File: src/rtl/delay_event_sched_pkg.sv
// delay_event_sched_pkg: shared widths, queue entry type and delay clamp helper.
package delay_event_sched_pkg;
  localparam int SCHED_TIME_W = 64;
  localparam int SCHED_DLY_W  = 16;
  typedef struct packed {
    logic                    valid;
    logic [SCHED_TIME_W-1:0] deadline;
  } sched_entry_t;
  // A zero delay would collide with the push edge itself, so it is promoted to one tick.
  function automatic logic [SCHED_DLY_W-1:0] clamp_dly(input logic [SCHED_DLY_W-1:0] d);
    return (d == '0) ? SCHED_DLY_W'(1) : d;
  endfunction
endpackage

File: src/rtl/dly_sort_queue.sv
// dly_sort_queue: deadline-sorted register queue with single insert and head pop.
//   clk, rst_n         clock, async active-low reset
//   push, push_deadline insert request (dropped when full and not popping)
//   pop                remove head this edge (evaluated on the pre-push contents)
//   head, head_valid   earliest entry
//   count              number of valid entries
module dly_sort_queue
  import delay_event_sched_pkg::*;
#(
  parameter int DEPTH = 4,
  parameter int CNT_W = 3
) (
  input  logic                    clk,
  input  logic                    rst_n,
  input  logic                    push,
  input  logic [SCHED_TIME_W-1:0] push_deadline,
  input  logic                    pop,
  output sched_entry_t            head,
  output logic                    head_valid,
  output logic [CNT_W-1:0]        count
);
  sched_entry_t     ent_q [DEPTH];
  sched_entry_t     ent_d [DEPTH];
  sched_entry_t     post  [DEPTH];
  sched_entry_t     new_ent;
  logic [DEPTH-1:0] le;
  logic [CNT_W-1:0] count_q, count_d;
  logic             do_pop, do_push;
  always_comb begin
    do_pop  = pop && ent_q[0].valid;
    do_push = push && (do_pop || count_q != CNT_W'(DEPTH));
    new_ent = '{valid: 1'b1, deadline: push_deadline};
    for (int i = 0; i < DEPTH; i++) post[i] = ent_q[i];
    if (do_pop) begin
      for (int i = 0; i < DEPTH - 1; i++) post[i] = ent_q[i+1];
      post[DEPTH-1] = '0;
    end
    // le is a run of ones then zeros: entries that stay ahead of the new one (ties stay ahead).
    for (int i = 0; i < DEPTH; i++) le[i] = post[i].valid && post[i].deadline <= push_deadline;
    ent_d[0] = (do_push && !le[0]) ? new_ent : post[0];
    for (int i = 1; i < DEPTH; i++)
      ent_d[i] = (do_push && !le[i]) ? (le[i-1] ? new_ent : post[i-1]) : post[i];
    count_d = count_q + CNT_W'(do_push) - CNT_W'(do_pop);
  end
  always_ff @(posedge clk or negedge rst_n) begin
    if (!rst_n) begin
      for (int i = 0; i < DEPTH; i++) ent_q[i] <= '0;
      count_q <= '0;
    end else begin
      for (int i = 0; i < DEPTH; i++) ent_q[i] <= ent_d[i];
      count_q <= count_d;
    end
  end
  assign head       = ent_q[0];
  assign head_valid = ent_q[0].valid;
  assign count      = count_q;
endmodule

File: src/rtl/delay_event_sched.sv
// delay_event_sched: fires delayed events on a tick time base in deadline order.
//   clk, rst_n   one edge per tick, async active-low reset
//   trig, dly    rising edge of trig schedules a fire at now + max(dly,1)
//   clr          sync clear of out, late, ovf (a same-edge fire wins)
//   now          free-running tick counter
//   fire, stamp  one-cycle fire pulse and deadline of the last fired event
//   out, late, ovf sticky flags; pending = queued events
module delay_event_sched
  import delay_event_sched_pkg::*;
#(
  parameter int TIME_W = SCHED_TIME_W,
  parameter int DLY_W  = SCHED_DLY_W,
  parameter int DEPTH  = 4,
  parameter int CNT_W  = 3
) (
  input  logic              clk,
  input  logic              rst_n,
  input  logic              trig,
  input  logic [DLY_W-1:0]  dly,
  input  logic              clr,
  output logic [TIME_W-1:0] now,
  output logic              fire,
  output logic              out,
  output logic [TIME_W-1:0] stamp,
  output logic              late,
  output logic              ovf,
  output logic [CNT_W-1:0]  pending
);
  sched_entry_t      head;
  logic              head_valid, push, pop;
  logic [TIME_W-1:0] push_deadline;
  logic [TIME_W-1:0] now_q, now_d, stamp_q, stamp_d;
  logic              trig_q, trig_d, fire_q, fire_d, out_q, out_d, late_q, late_d, ovf_q, ovf_d;
  dly_sort_queue #(.DEPTH(DEPTH), .CNT_W(CNT_W)) u_queue (
    .clk           (clk),
    .rst_n         (rst_n),
    .push          (push),
    .push_deadline (push_deadline),
    .pop           (pop),
    .head          (head),
    .head_valid    (head_valid),
    .count         (pending)
  );
  always_comb begin
    push          = trig && !trig_q;
    pop           = head_valid && now_q >= head.deadline;
    push_deadline = now_q + TIME_W'(clamp_dly(dly));
    now_d         = now_q + TIME_W'(1);
    trig_d        = trig;
    fire_d        = pop;
    stamp_d       = pop ? head.deadline : stamp_q;
    out_d         = pop || (out_q && !clr);
    late_d        = (pop && now_q > head.deadline) || (late_q && !clr);
    // A pop frees a slot on the same edge, so only a no-pop push into a full queue is dropped.
    ovf_d         = (push && !pop && pending == CNT_W'(DEPTH)) || (ovf_q && !clr);
  end
  always_ff @(posedge clk or negedge rst_n) begin
    if (!rst_n) begin
      now_q   <= '0;
      stamp_q <= '0;
      trig_q  <= 1'b0;
      fire_q  <= 1'b0;
      out_q   <= 1'b0;
      late_q  <= 1'b0;
      ovf_q   <= 1'b0;
    end else begin
      now_q   <= now_d;
      stamp_q <= stamp_d;
      trig_q  <= trig_d;
      fire_q  <= fire_d;
      out_q   <= out_d;
      late_q  <= late_d;
      ovf_q   <= ovf_d;
    end
  end
  assign now   = now_q;
  assign fire  = fire_q;
  assign out   = out_q;
  assign stamp = stamp_q;
  assign late  = late_q;
  assign ovf   = ovf_q;
endmodule

File: config.mk
export PLATFORM = sky130hd
export DESIGN_NAME = delay_event_sched
export DESIGN_NICKNAME = d
export VERILOG_FILES = /design/src/rtl/delay_event_sched_pkg.sv /design/src/rtl/dly_sort_queue.sv /design/src/rtl/delay_event_sched.sv
export SDC_FILE = /design/constraint.sdc
export NUM_CORES = 2
export LEC_CHECK = 0
export ABC_AREA = 1
export CAP_MARGIN = 20
export CORE_MARGIN = 2
export CORE_UTILIZATION = 56
export DETAILED_ROUTE_END_ITERATION = 10
export PLACE_DENSITY = 0.83
export SYNTH_ARGS = -nofsm -noshare
export SYNTH_HDL_FRONTEND = slang
export SYNTH_SLANG_ARGS = --single-unit
File: constraint.sdc
create_clock -name clk -period 4.65 [get_ports clk]
set_input_delay 0.93 -clock clk [delete_from_list [all_inputs] [get_ports clk]]
set_output_delay 0.93 -clock clk [all_outputs]
set_load 0.05 [all_outputs]
==> results_dict.tcl, run 1 <==
set metrics [dict create \
    status "stopped before the end" \
    stop_stage "5_1_grt" \
    error "[ERROR GRT-0232] Routing congestion too high. Check the congestion heatmap in the GUI." \
    synth_cell_types 62 \
    synth_top_flop_cell "dfrtp_1" \
    dp.cells 5654 \
    syn_inst 4094 \
    worst-ep-kind "sequential cell input" \
    preCtsSetupSlack_ps -3230 \
    synth_top_cell_area_share 0.334 \
    synth_common_cells "nand2_1 (1258), inv_1 (480), dfrtp_1 (396)" \
    ys_ff_latch 396 \
    grt-worst-endpoint "u_queue.ent_q[103]$_DFF_PN0_/D" \
    cts_sinks 396 \
    grt_overflow_total 48 \
    seq_area_frac_synth 0.334 \
    chipHeight_um 234 \
    cts_buffers 47 \
    io_pins 155 \
    die_x_um 234 \
    grt_max_degree 102 \
    async_flop_share 1.00 \
    syn_nets 4452 \
    yosysMostFrequentCell "nand2_1" \
    initial_core_util 0.566 \
    syn-mean-instance-area_um2 7.25 \
    num_rows 84 \
    cts-root-buf "clkbuf_16" \
    synth_area_leaders "dfrtp_1 (33%), nand2_1 (16%), ha_1 (14%), o21ai_0 (6.4%), inv_1 (6.1%)" \
    yosysWarnings 0 \
    yosys.area.top_type "dfrtp_1" \
    synth_edf_count 0 \
    cts_hold_buf 0 \
    port_buffers 154 \
    grtUsageTotal 0.764 \
    htree_levels 2 \
    clk_path_buf_depth 3 \
    syn_area_um2 29700 \
    post-dp-hpwl_mm 84.1 \
    gp_congestion 1.06 \
]
[per-layer routing]
layer,track usage,GRT overflow
met4,0.691,17
met2,0.896,26
met5,0.522,1
met1,0.754,2
met3,0.683,2
[kinds of logic after synthesis]
group | Yosys count | share of synthesized area
fa+ha+maj | 338 | 0.143
flops | 396 | 0.334
compound gates | 719 | 0.136
buf+inv | 665 | 0.0937
simple gates | 1851 | 0.255
xor+xnor | 124 | 0.0372
mux | 1 | 0.000337
[repair_timing]
action / in CTS
gates cloned: 17
gates resized for setup: 266
pin swaps: 74
setup endpoints to repair: 259
buffers inserted: 51
[metrics by stage]
step | setup TNS [ps] | instance area [µm²]
floorplan | -160640 | 30100
global placement | -729650 | 38700
detailed placement | -731830 | 38700
CTS | -290680 | 42000
==> run 2, diff against run 1 <==
Settings changed: CORE_UTILIZATION 56 to 40, PLACE_DENSITY 0.83 to not set, PLACE_DENSITY_LB_ADDON set to 0.15.
Clock period 4.65 ns to 6 ns, I/O delays scaled along.
==> run 2 against run 1 <==
Compared with the run above:
- the flow now finishes, with violations (negative setup slack)
- synthesized area did not move
- synthesized cell count did not move
==> results_dict.tcl, run 2 <==
set metrics [dict create \
    layout.nets 5085 \
    status "finished, violations left" \
    violations "negative setup slack" \
    syn_nets 4452 \
    synth_cell_types 62 \
    final_common_cell "nand2_1" \
    relSlewSlack 0.331 \
    seq_area_frac_synth 0.334 \
    placed_area_um2 35800 \
    yosysMostFrequentCell "nand2_1" \
    final_cell_mix "nand2_1 (1165), buf_4 (466), inv_1 (454)" \
    p_sw_w 0.0131 \
    yosysWarnings 0 \
    r2r_cells 28 \
    cp_data_required_time_ps 6480 \
    total_leakage_power_nw 21.0 \
    post-dp-hpwl_mm 79.8 \
    fin_total_pwr_w 0.0260 \
    crit_type "input port to register" \
    grt_pass1_vias 29000 \
    swShare 0.502 \
    cpPeakStageDelay_ps 260 \
    drt_iter0_drc 3017 \
    core_um2 73200 \
    p_seq_frac 0.144 \
    synth_top_cell_area_share 0.334 \
    crit_path_end_kind "register" \
    dp.cells 5531 \
    p_int_w 0.0129 \
    yosys.area.top_type "dfrtp_1" \
    hold_viol_final 0 \
    htree_levels 2 \
    setup_slack_ps -323 \
    grtUsageTotal 0.288 \
    largest_reg_flops 195 \
    largest_register "u_queue.ent_q" \
    cts-root-buf "clkbuf_16" \
    path_clk_slew_ps 50 \
    synth_top_flop_cell "dfrtp_1" \
    setup.worst_path.start_class "input port" \
    tns_ps -58770 \
    fin_skew_ps 35.7 \
    drive_gt1_frac 0.225 \
    cts_sinks 396 \
    slowest_stage "nor4_4" \
    clk_path_buf_depth 3 \
    io_pins 155 \
    n_antenna_cell 0 \
    cts_hold_buf 0 \
    crit_fanout 7 \
    stdcell_area_um2 41300 \
    fin_crit_ps 6320 \
    power_density_nw_per_um2 630 \
    viasPerCell 5.35 \
    min_path_type "register to register" \
    worstPathArrival_ps 6810 \
    gp_congestion 0.960 \
    synth_common_cells "nand2_1 (1258), inv_1 (480), dfrtp_1 (396)" \
    area_growth_pct 39.2 \
    hold_path_depth 1 \
    ys_ff_latch 396 \
    dieArea_um2 76400 \
    fin_cells 5726 \
    p_comb_frac 0.725 \
    worst_hold_slack_ps 477 \
    die_x_um 276 \
    worstSkewPairLatency_ps 630 \
    grt_overflow_total 0 \
    tritoncts "done" \
    drv_slew 0 \
    ant_nets 0 \
    wirelength_mm 119 \
    port_buffers 154 \
    drv_cap 0 \
    rsz0062_at_grt "yes" \
    grt_first_pass_wirelength_mm 172 \
    initial_core_util 0.405 \
    grt_max_degree 119 \
    wl_per_cell_um 20.8 \
    drc 0 \
    async_flop_share 1.00 \
    syn-mean-instance-area_um2 7.25 \
    vias 30700 \
    chipHeight_um 276 \
    synth_edf_count 0 \
    synth_area_leaders "dfrtp_1 (33%), nand2_1 (16%), ha_1 (14%), o21ai_0 (6.4%), inv_1 (6.1%)" \
    timing.final.crit_share 1.05 \
    syn_inst 4094 \
    cts_buffers 51 \
    antenna_found_initial 0 \
    finalSetupViolCount 259 \
    clkPwrFrac 0.132 \
    fillers 6831 \
    tightest_slew_ps 995 \
    firstDrtPassIters 6 \
    clock.fmax_ghz 0.158 \
    worst_ir_drop_vdd_mv 1.15 \
    syn_area_um2 29700 \
    num_rows 99 \
]
==> run 2: cell counts after synthesis <==
Identical to the previous run, type by type.
==> run 2: through the flow <==
| step | setup slack [ps] | util |
|---|---|---|
| final | -323 | 0.564 |
| after global placement | -2080 | 0.489 |
| after global routing | -553 | 0.564 |
| after floorplan | 171 | - |
| after detailed placement | -2040 | 0.489 |
| after CTS | -456 | 0.537 |
==> run 2: cell type report <==
class	count	area, µm²	area share
clock inverter	14	260	0.00630
tap	959	1200	0.0291
inverter	483	1890	0.0457
clock buffer	79	1580	0.0383
multi-input combinational	3033	18600	0.450
timing repair inverter	2	27.5	0.000667
timing repair buffer	760	7850	0.190
sequential	396	9910	0.240
==> run 2: repair_timing <==
| item | CTS | global route |
|---|---|---|
| endpoints found under the setup margin | 259 | 259 |
| resized for setup | 240 | 363 |
| pin swaps | 77 | 160 |
| gates cloned | 23 | 31 |
| setup buffers | 35 | 26 |
==> run 2: power by group through the flow <==
stage	Sequential, W	Clock (W)	Combinational [W]
6_report	0.00373	0.00343	0.0188
5_1_grt	0.00380	0.00358	0.0202
4_1_cts	0.00372	0.00348	0.0164
3_5_place_dp	0.00376	0	0.0133
3_3_place_gp	0.00375	0	0.0133
2_1_floorplan	0.00399	0	0.00849
==> run 2: per-layer routing <==
layer  vias to the layer above  GRT usage  share of wire
met5                         -          0              0
met4                         0     0.0926          0.038
met3                       215     0.0390          0.075
met2                      1150      0.445           0.43
met1                     14600      0.415           0.46
li1                      14700          -              -
==> run 2: final timing paths <==
path / startpoint / endpoint / slack [ps]
max: dly[11] / u_queue.ent_q[130] / -320
min: trig_q / ovf / 480
max reg2reg: u_queue.head[47] / u_queue.ent_q[117] / 40
min reg2reg: trig_q / ovf / 480
max in group asynchronous: rst_n / now[42] / 4080
min in group asynchronous: rst_n / stamp[2] / 640
==> run 2: worst max-delay path, delay by kind of cell <==
| kind | cells | cell delay [ps] |
|---|---|---|
| buf+inv | 12 | 1750 |
| simple gates | 22 | 2170 |
| fa+ha+maj | 2 | 450 |
| compound gates | 7 | 1080 |
| xor+xnor | 1 | 150 |
==> run 2: cells by family (layout without fill, tap and decap cells) <==
group,count (synthesis),after routing,share of synthesized area
buffers and inverters,665,1338,0.0937
and+or+nand+nor,1851,1851,0.255
muxes,1,1,0.000337
adders and majority gates,338,338,0.143
DFF,396,396,0.334
AOI/OAI and AO/OA,719,719,0.136
xor gates and xnor gates,124,124,0.0372
No activity file was read; power rests on OpenSTA's default activity.
